===== config.mk =====
export PLATFORM = sky130hd
export DESIGN_NAME = fifo_rd_stream
export DESIGN_NICKNAME = d
export VERILOG_FILES = /design/src/rtl/fifo_pkg.sv /design/src/rtl/fifo_rd_stream.sv
export SDC_FILE = /design/constraint.sdc
export NUM_CORES = 1
export LEC_CHECK = 0
export BUFFER_PORTS_ARGS = -buffer_cell sky130_fd_sc_hd__buf_2
export CAP_MARGIN = 20
export CORE_MARGIN = 4
export CORE_UTILIZATION = 60
export CTS_CLUSTER_SIZE = 28
export DETAILED_ROUTE_END_ITERATION = 10
export PLACE_DENSITY = 0.82
export SYNTH_ARGS = -nofsm -noshare
export SYNTH_HDL_FRONTEND = slang
export SYNTH_SLANG_ARGS = --single-unit

===== constraint.sdc =====
create_clock -name r_clk -period 3.2 [get_ports r_clk]
set_input_delay 0.64 -clock r_clk [delete_from_list [all_inputs] [get_ports r_clk]]
set_output_delay 0.64 -clock r_clk [all_outputs]
set_load 0.01 [all_outputs]

===== src/rtl/fifo_pkg.sv =====
// fifo_pkg: shared constants and sizing helpers for the async FIFO read side
package fifo_pkg;
  localparam int RD_LAT_COMB = 0;
  localparam int RD_LAT_REG = 1;
  function automatic int count_w(input int depth);
    return $clog2(depth) + 1;
  endfunction
endpackage


===== src/rtl/fifo_rd_stream.sv =====
// fifo_rd_stream: credit-based FIFO read stage re-presenting data as a valid/ready stream
module fifo_rd_stream
  import fifo_pkg::*;
#(
  parameter int WIDTH = 8,
  parameter int OBUF_DEPTH = 4,
  parameter int RD_LAT = 1,
  localparam int CW = count_w(OBUF_DEPTH)
) (
  input  logic             r_clk,
  input  logic             rst_n,
  input  logic             empty,
  output logic             rd_rq,
  input  logic [WIDTH-1:0] rdata,
  output logic             m_valid,
  input  logic             m_ready,
  output logic [WIDTH-1:0] m_data,
  output logic [CW-1:0]    obuf_count
);
  localparam int PW = $clog2(OBUF_DEPTH);
  typedef logic [WIDTH-1:0] data_t;
  if (OBUF_DEPTH < 2 || (OBUF_DEPTH & (OBUF_DEPTH - 1)) != 0 || OBUF_DEPTH < RD_LAT + 2) begin : g_bad_depth
    $error("fifo_rd_stream: OBUF_DEPTH must be a power of two and >= RD_LAT+2");
  end
  if (RD_LAT != RD_LAT_COMB && RD_LAT != RD_LAT_REG) begin : g_bad_lat
    $error("fifo_rd_stream: RD_LAT must be 0 or 1");
  end
  data_t mem_q [OBUF_DEPTH];
  data_t m_data_q, m_data_d;
  logic [PW-1:0] rd_ptr_q, rd_ptr_d, wr_ptr_q, wr_ptr_d;
  logic [CW-1:0] count_q, count_d;
  logic inflight_q, inflight_d, m_valid_q, m_valid_d, cap, pop;
  // The head is re-registered every edge; a word landing in an empty buffer is forwarded straight from rdata.
  always_comb begin
    rd_rq = rst_n && !empty && (count_q + CW'(inflight_q) < CW'(OBUF_DEPTH));
    inflight_d = (RD_LAT == RD_LAT_REG) && rd_rq;
    cap = (RD_LAT == RD_LAT_REG) ? inflight_q : rd_rq;
    pop = m_valid_q && m_ready;
    wr_ptr_d = wr_ptr_q + PW'(cap);
    rd_ptr_d = rd_ptr_q + PW'(pop);
    count_d = count_q + CW'(cap) - CW'(pop);
    m_valid_d = count_d != '0;
    m_data_d = !m_valid_d ? m_data_q : (cap && wr_ptr_q == rd_ptr_d) ? rdata : mem_q[rd_ptr_d];
  end
  always_ff @(posedge r_clk or negedge rst_n)
    if (!rst_n) begin
      rd_ptr_q <= '0;
      wr_ptr_q <= '0;
      count_q <= '0;
      inflight_q <= 1'b0;
      m_valid_q <= 1'b0;
      m_data_q <= '0;
    end else begin
      rd_ptr_q <= rd_ptr_d;
      wr_ptr_q <= wr_ptr_d;
      count_q <= count_d;
      inflight_q <= inflight_d;
      m_valid_q <= m_valid_d;
      m_data_q <= m_data_d;
    end
  always_ff @(posedge r_clk)
    if (cap) mem_q[wr_ptr_q] <= rdata;
  assign m_valid = m_valid_q;
  assign m_data = m_data_q;
  assign obuf_count = count_q;
  a_no_overflow: assert property (@(posedge r_clk) disable iff (!rst_n)
    !(cap && !pop && count_q == CW'(OBUF_DEPTH)));
endmodule


# Yosys cells after proc, flatten, opt, wreduce, memory -nomap -nowiden

Memory sizes are Yosys's and may differ from the RTL's. A register that Yosys moved wholly into a read port is not among the register bits.
Cells that the tools add are included.

Memory bits (writable): 32
Output and inout port bits: 13
Memories: 1
Flip-flop bits (word level): 9

Multiplexer cells: 2
$add $sub $neg: 4
$lt $le $gt $ge: 1
Reductions and logical operators: 6

Memory list:

| memory | depth | width | read ports | clocked after Yosys merged registers in | wr ports | RTL line             | source |
|---|---|---|---|---|---|---|---|
| mem_q  | 4     | 8     | 1          | 1                                       | 1        | fifo_rd_stream.sv:28 | `data_t mem_q [OBUF_DEPTH];` |

Operator list:

| operator             | count |
|---|---|
| $add A2 B1 Y2        | 2 |
| $add A3 B1 Y3        | 1 |
| $logic_and A1 B1 Y1  | 3 |
| $lt A3 B3 Y1 const B | 1 |
| $reduce_bool A3 Y1   | 1 |
| $sub A3 B1 Y3        | 1 |
| $logic_not A1 Y1     | 2 |
| $mux W1              | 2 |

# Logic depth before layout (Yosys ltp)

Gate-level depths: netlist of run 1.

Depth in word-level cells: 3
Depth in mapped cells: 8
Mapped depth without buffers: 7

# Worst setup path after synthesis of run 1

Ideal clock, no wire load.

Path kind: in2reg
From: in m_ready
To: reg m_data_q[7], in the netlist m_data[7], read port of mem_q
Data required time: 3.074 ns
Slack: 1.013 ns
Path buffers: 1
Data arrival time: 2.061 ns
Stages: 6
Library setup time: 0.126 ns
Cells stage by stage: and2_1 -> ha_1 -> buf_2 -> mux4_2 -> mux2i_1 -> a21oi_2

Elaborated cells on any way between the ends: 4
Those cells by class: 2 x add/sub; 2 x reduce/logical

RTL lines:

| item                | RTL line             | source |
|---|---|---|
| from (decl)         | fifo_rd_stream.sv:16 | `input logic m_ready,` |
| $logic_and A1 B1 Y1 | fifo_rd_stream.sv:38 | `pop = m_valid_q && m_ready;` |
| $add A2 B1 Y2       | fifo_rd_stream.sv:40 | `rd_ptr_d = rd_ptr_q + PW'(pop);` |
| net rd_ptr_d[0]     | fifo_rd_stream.sv:30 | `logic [PW-1:0] rd_ptr_q, rd_ptr_d, wr_ptr_q, wr_ptr_d;` |
| to (decl)           | fifo_rd_stream.sv:29 | `data_t m_data_q, m_data_d;` |

The timed path passes the listed nets, and every way through them passes these cells.

# Worst setup path after layout of run 1

From: reg inflight_q, in the netlist cap
To: out rd_rq

Longest elaborated chain between the ends: 3

RTL lines:

| item                   | RTL line             | source |
|---|---|---|
| from (decl)            | fifo_rd_stream.sv:32 | `logic inflight_q, inflight_d, m_valid_q, m_valid_d, cap, pop;` |
| from (signal assigned) | fifo_rd_stream.sv:57 | `inflight_q <= inflight_d;` |
| $add A3 B1 Y3          | fifo_rd_stream.sv:35 | `rd_rq = rst_n && !empty && (count_q + CW'(inflight_q) < CW'(OBUF_DEPTH));` |
| $lt A3 B3 Y1           | fifo_rd_stream.sv:35 |  |
| $logic_and A1 B1 Y1    | fifo_rd_stream.sv:35 |  |
| to (decl)              | fifo_rd_stream.sv:13 | `output logic rd_rq,` |

No other way between the ends.

==> key figures, run 1 <==
Floorplanning
  • Die Y: 65.9 um
  • Initial Utilization: 0.643
  • Die Area: 0.00434 sq mm
  • Cell row count: 20
  • # IOs: 25
  • Core Region: 0.00313 sq mm
  • Die width: 65.9 um

Synthesis
  • Synth Area in Compound Gates: 0.0218
  • Simple-Gate Fraction of Synth Area: 0.0553
  • Post-synth EDFFs: 32
  • Adder-Cell Fraction of Synth Area: 0.0373
  • Post-synth net total: 128
  • Post-Syn Area: 0.00201 sq mm
  • Mux contribution to synthesized area: 0.129
  • Sequential area share after synthesis: 0.689
  • #FFs+latches synth: 49
  • XOR/XNOR Fraction of Synth Area: 0.0498
  • Async S/R FF share, synth: 0.347
  • Largest family of logic cells by synthesized area: multiplexers
  • Syn avg cell area: 18.3 sq um
  • Synth warn: 0
  • Yosys cell types: 25
  • Syn Inst Count: 110
  • Dominant synthesized flop cell: edfxtp_1

Critical path
  • Required @ worst endpoint: 2.56 ns
  • WP data arrival: 2.00 ns
  • FF-to-FF Start: cap
  • CP Max Fanout: 7
  • Worst reg2reg endpoint: m_data[7]
  • WS Path Type: reg2out
  • Reg2Reg Setup Slack: 0.97 ns
  • Worst Setup End Kind: primary output
  • CP startpoint kind: register
  • Reg2reg path depth: 7

Placement
  • IO Port Bufs: 24
  • Routability cong.: 0.695
  • Dpl cell area: 0.00218 sq mm
  • DP HPWL: 2330 um

GRT
  • Grt ovf: 0
  • Initial antenna violation count: 0
  • Largest net degree at the start of global routing: 19
  • GRT Util Overall: 0.181
  • Number of global-route vias before repair: 1122
  • First-pass GRT wire length: 5490 um

Cells and area
  • Commonest non-fill, non-tap cell in the layout: edfxtp_1
  • Seq. cell area: 0.00139 sq mm
  • # diodes: 0
  • Fill count: 220
  • Most frequent cells in the layout: edfxtp_1 (32), buf_2 (24), dfrtp_1 (17)
  • Finished Cell Area: 0.00223 sq mm
  • Final core occ: 0.712
  • Layout cells sized above 1: 0.312
  • Syn-to-layout area delta: 10.7%
  • Multi-input gate area: 591 sq um
  • Nets: 158

Detailed routing
  • Vias per cell: 5.76
  • DR vias: 1065
  • First-pass iteration count of the detailed router: 4
  • Initial drt markers: 40
  • DR DRC count: 0
  • Avg WL per Cell: 18.2 um
  • Routed Antenna Nets: 0
  • Routed wire length: 3380 um

Power
  • Total power after layout: 2060 uW
  • Seq pwr share: 0.443
  • Pwr dens: 925 mW/mm^2
  • Clk pwr share: 0.125
  • Pleak: 0.000911 uW
  • Internal Power: 1320 uW
  • Sw Pwr: 742 uW
  • Logic gate share of total power: 0.432
  • Switching Share: 0.360
  • Worst vdd ir: 436 uV

Outcome
  • Outcome: complete, no violations

Clock network
  • Max Root-Sink Buffers: 2
  • H-tree lvl count: 2
  • Hold-fix buffers, CTS: 0
  • CTS tree: yes
  • Worst-path clk slew: 0.13 ns
  • Clock root buffer: clkbuf_4
  • Clk sinks: 49
  • # Post-CTS Setup Buffers: 0
  • Resize count post-CTS: 0
  • Clock latency at the later pin of the worst-skew pair: 0.35 ns
  • CTS Buf Count: 5

Hold path
  • Hold Crit Class: in2async

Timing
  • Worst-Margin Slew: 0.805 ns
  • Hold violation count in the final report: 0
  • Min Tclk post-route: 2.64 ns
  • # setup viols final: 0
  • Slew HR: 0.462
  • Final period util: 0.824
  • Worst hold slack: 0.196 ns
  • RSZ-0062 raised after global routing: false
  • Setup tns final: 0 ns
  • Final slew viol count: 0
  • Clk_skew: 0.00949 ns
  • F_max: 379 MHz

Flow run
  • Max_cap viols: 0
==> cells in the mapped netlist, drive strengths merged, types with 2 or more instances <==
master   n  area share
a21oi    8       0.022
edfxtp  32        0.48
dfrtp   17        0.21
nand2    2      0.0037
xnor2    2       0.012
inv      5      0.0093
nor3     8       0.020
buf      2      0.0081
nor3b    2      0.0075
mux2i    8       0.040
xor2     3       0.026
ha       6       0.037
mux4     8       0.090
==> per-stage QoR <==
| stage | setup WS [ns] | instances |
|---|---|---|
| floorplan | 1.01 | 110 |
| global placement | 0.712 | 177 |
| detailed placement | 0.645 | 177 |
| CTS | 0.524 | 185 |
| global route | 0.413 | 185 |
| finish | 0.562 | 185 |
==> power by group through the flow <==
stage	Clock, uW	Combinational [uW]	Sequential (uW)
detailed placement	0	905	928
global placement	0	868	919
floorplan	0	646	949
CTS	264	907	914
global route	298	976	930
finish	257	891	912
==> sequential cells by signal (all words and copies together), names as in the netlist <==
signal and cells:
mem_q 32, obuf_count 3, rd_ptr_q 2, wr_ptr_q 2, m_data 8, m_valid 1, cap 1
==> per-layer routing <==
| metal | share of wire | GRT usage | routed length, um |
|---|---|---|---|
| met2 | 0.53 | 0.305 | 1790 |
| met3 | 0.036 | 0.0357 | 123 |
| met4 | 0.025 | 0.101 | 83 |
| met1 | 0.41 | 0.216 | 1380 |
| met5 | 0 | 0 | 0 |
==> critical path, cell delays in order, from the launching register on <==
cell and delay [ns]:
dfrtp_1 0.50, ha_1 0.23, ha_1 0.21, xor2_2 0.22
nor3b_1 0.31, buf_2 0.19
==> worst max path at each step <==
stage                           end  cells past startpoint     from  slack [ns]
after floorplan           m_data[7]                      6  m_ready        1.01
after global placement    m_data[7]                      6  m_ready        0.71
after detailed placement  m_data[7]                      6  m_ready        0.65
after CTS                     rd_rq                      5      cap        0.52
after global routing          rd_rq                      5      cap        0.41
final                         rd_rq                      5      cap        0.56
==> final cells by class <==
cell class / count / share of cell area
clock buffer: 7 / 0.0202
clock inverter: 1 / 0.00169
inverter: 5 / 0.00843
multi-input combinational: 54 / 0.265
sequential: 49 / 0.622
tap: 44 / 0.0247
timing repair buffer: 25 / 0.0573
==> cells by family after synthesis <==
family                   Yosys count
XOR/XNOR                           6
adder cells (fa/ha/maj)            6
multiplexers                      16
flip-flops                        49
AO/OA/AOI/OAI                      8
AND/OR/NAND/NOR                   18
buffers and inverters              7
(Power assumes the default switching activity.)
==> run 2: changes to the inputs <==
--- a/config.mk
+++ b/config.mk
@@ -8,10 +8,10 @@
 export BUFFER_PORTS_ARGS = -buffer_cell sky130_fd_sc_hd__buf_2
 export CAP_MARGIN = 20
 export CORE_MARGIN = 4
-export CORE_UTILIZATION = 60
+export CORE_UTILIZATION = 56
 export CTS_CLUSTER_SIZE = 28
 export DETAILED_ROUTE_END_ITERATION = 10
-export PLACE_DENSITY = 0.82
+export PLACE_DENSITY = 0.77
 export SYNTH_ARGS = -nofsm -noshare
 export SYNTH_HDL_FRONTEND = slang
 export SYNTH_SLANG_ARGS = --single-unit
==> constraint.sdc (replaced) <==
create_clock -name r_clk -period 2.7 [get_ports r_clk]
set_input_delay 0.54 -clock r_clk [delete_from_list [all_inputs] [get_ports r_clk]]
set_output_delay 0.54 -clock r_clk [all_outputs]
set_load 0.01 [all_outputs]
==> run 2 against run 1 <==
  * Critical path depth unchanged
  * Via count about the same
  * Total power up 23%
  * Final area increased by 2.4%
  * Cell count rose by 3.2%
  * Setup slack worse by 0.34 ns
  * Sequential cell count stayed put
  * Non-clock buffer count rose by 4
  * First-iteration DRC count is 38% higher
  * Critical path type unchanged
  * Largest power group is now combinational cells
  * Highest routed layer unchanged
==> key figures, run 2 (synthesis gave the netlist of run 1 again) <==
Clock network
  • Clk sinks: 49
  • Resize count post-CTS: 0
  • CTS Buf Count: 5
  • CTS tree: yes
  • H-tree lvl count: 2
  • # Post-CTS Setup Buffers: 0
  • Worst-path clk slew: 0.15 ns
  • Hold-fix buffers, CTS: 0
  • Clock latency at the later pin of the worst-skew pair: 0.38 ns
  • Max Root-Sink Buffers: 2
  • Clock root buffer: clkbuf_4

Floorplanning
  • Core Region: 0.00342 sq mm
  • Die Y: 67.9 um
  • Die Area: 0.00462 sq mm
  • # IOs: 25
  • Cell row count: 21
  • Die width: 67.9 um
  • Initial Utilization: 0.589

Critical path
  • Worst Setup End Kind: primary output
  • Delay of the slowest cell on the worst path: 0.50 ns
  • Worst-path cell chain: ha_1 > ha_1 > xor2_2 > nor3b_2 > buf_2
  • Crit-path slowest cell: dfrtp_1
  • Reg2reg path depth: 7
  • WS Path Type: reg2out
  • CP Max Fanout: 7
  • Top cell by count, worst path: ha_1
  • Required @ worst endpoint: 2.16 ns
  • WP data arrival: 1.93 ns
  • CP startpoint kind: register

Power
  • Total power after layout: 2540 uW
  • Pwr dens: 1110 mW/mm^2
  • Pleak: 0.000934 uW
  • Worst vdd ir: 430 uV

Hold path
  • Hold Crit Class: in2async

Cells and area
  • Syn-to-layout area delta: 13.3%
  • Most frequent cells in the layout: edfxtp_1 (32), buf_2 (24), dfrtp_1 (17)
  • Fill count: 246
  • Multi-input gate area: 596 sq um
  • Nets: 162
  • Largest register FFs: 32
  • # diodes: 0
  • Biggest register: mem_q
  • Commonest non-fill, non-tap cell in the layout: edfxtp_1
  • Layout cells sized above 1: 0.359
  • Seq. cell area: 0.00139 sq mm

Detailed routing
  • First-pass iteration count of the detailed router: 4
  • Vias per cell: 5.58
  • Avg WL per Cell: 18.0 um
  • Routed wire length: 3450 um
  • Initial drt markers: 55
  • DR vias: 1066
  • DR DRC count: 0
  • Routed Antenna Nets: 0

Timing
  • Min Tclk post-route: 2.47 ns
  • # setup viols final: 0
  • Clk_skew: 0.0120 ns
  • Slew HR: 0.491
  • Setup tns final: 0 ns
  • F_max: 404 MHz
  • Hold violation count in the final report: 0
  • Worst-Margin Slew: 0.761 ns
  • Final slew viol count: 0
  • Final period util: 0.917
  • RSZ-0062 raised after global routing: false

GRT
  • GRT Util Overall: 0.180
  • Grt ovf: 0
  • Initial antenna violation count: 0
  • Largest net degree at the start of global routing: 18
  • Number of global-route vias before repair: 1159
  • First-pass GRT wire length: 5680 um

Placement
  • IO Port Bufs: 24
  • DP HPWL: 2350 um
  • Routability cong.: 0.706

Flow run
  • Max_cap viols: 0

Outcome
  • Outcome: complete, no violations
==> run 2: cell count changes in the layout (fill, tap and decap cells not counted), sizes merged <==
| cell | previous run | this run |
|---|---|---|
| buf | 25 | 29 |
| clkbuf | 7 | 5 |
| clkinv | 1 | 0 |
| clkinvlp | 0 | 2 |
| inv | 5 | 6 |
==> run 2: path summary, 6_finish.rpt <==
check	endpoint	startpoint	slack (ns)
setup / recovery	rd_rq	cap	0.23
hold / removal	wr_ptr_q[1]	rst_n	0.11
setup reg to reg	m_data[0]	cap	0.50
hold reg to reg	m_data[2]	m_data[2]	0.55
max in group asynchronous	m_data[7]	rst_n	2.39
min in group r_clk	cap	empty	0.31
==> run 2: cell type report <==
class                           instances  area share
Tap cell                               46      0.0252
Multi-Input combinational cell         54       0.261
Clock inverter                          3      0.0115
Clock buffer                            5      0.0165
Sequential cell                        49       0.608
Inverter                                5     0.00823
Timing Repair Buffer                   29      0.0692
==> run 2: metrics by stage <==
| step | hold WS [ns] | instance area (sq um) | std cells | util | setup slack (ns) |
|---|---|---|---|---|---|
| finish | 0.107 | 2280 | 191 | 0.667 | 0.225 |
| global route | 0.0960 | 2280 | 191 | 0.667 | 0.0907 |
| CTS | 0.0981 | 2270 | 191 | 0.666 | 0.0990 |
| detailed placement | 0.521 | 2210 | 183 | 0.647 | 0.505 |
| global placement | 0.511 | 2210 | 183 | 0.647 | 0.541 |
| floorplan | 0.244 | 2010 | 110 | - | 0.613 |
==> run 2: per-layer routing <==
layer,track usage,part of all wire
met5,0,0
met4,0.0670,0.017
met3,0.0542,0.051
met2,0.302,0.52
met1,0.221,0.42
==> run 2: report_power, final <==
| group | switching [uW] | internal, uW | leakage (uW) | total, uW |
|---|---|---|---|---|
| Combinational | 581 | 524 | 0.000419 | 1100 |
| Sequential | 103 | 978 | 0.000486 | 1080 |
| Clock | 244 | 107 | 0.0000293 | 352 |
==> run 2: critical path: cells and delay by family, from the launching register on <==
kind          cells  cell delay (ns)
buf+inv           1             0.17
simple gates      1             0.24
xor+xnor          1             0.22
flops             1             0.50
fa+ha+maj         2             0.43
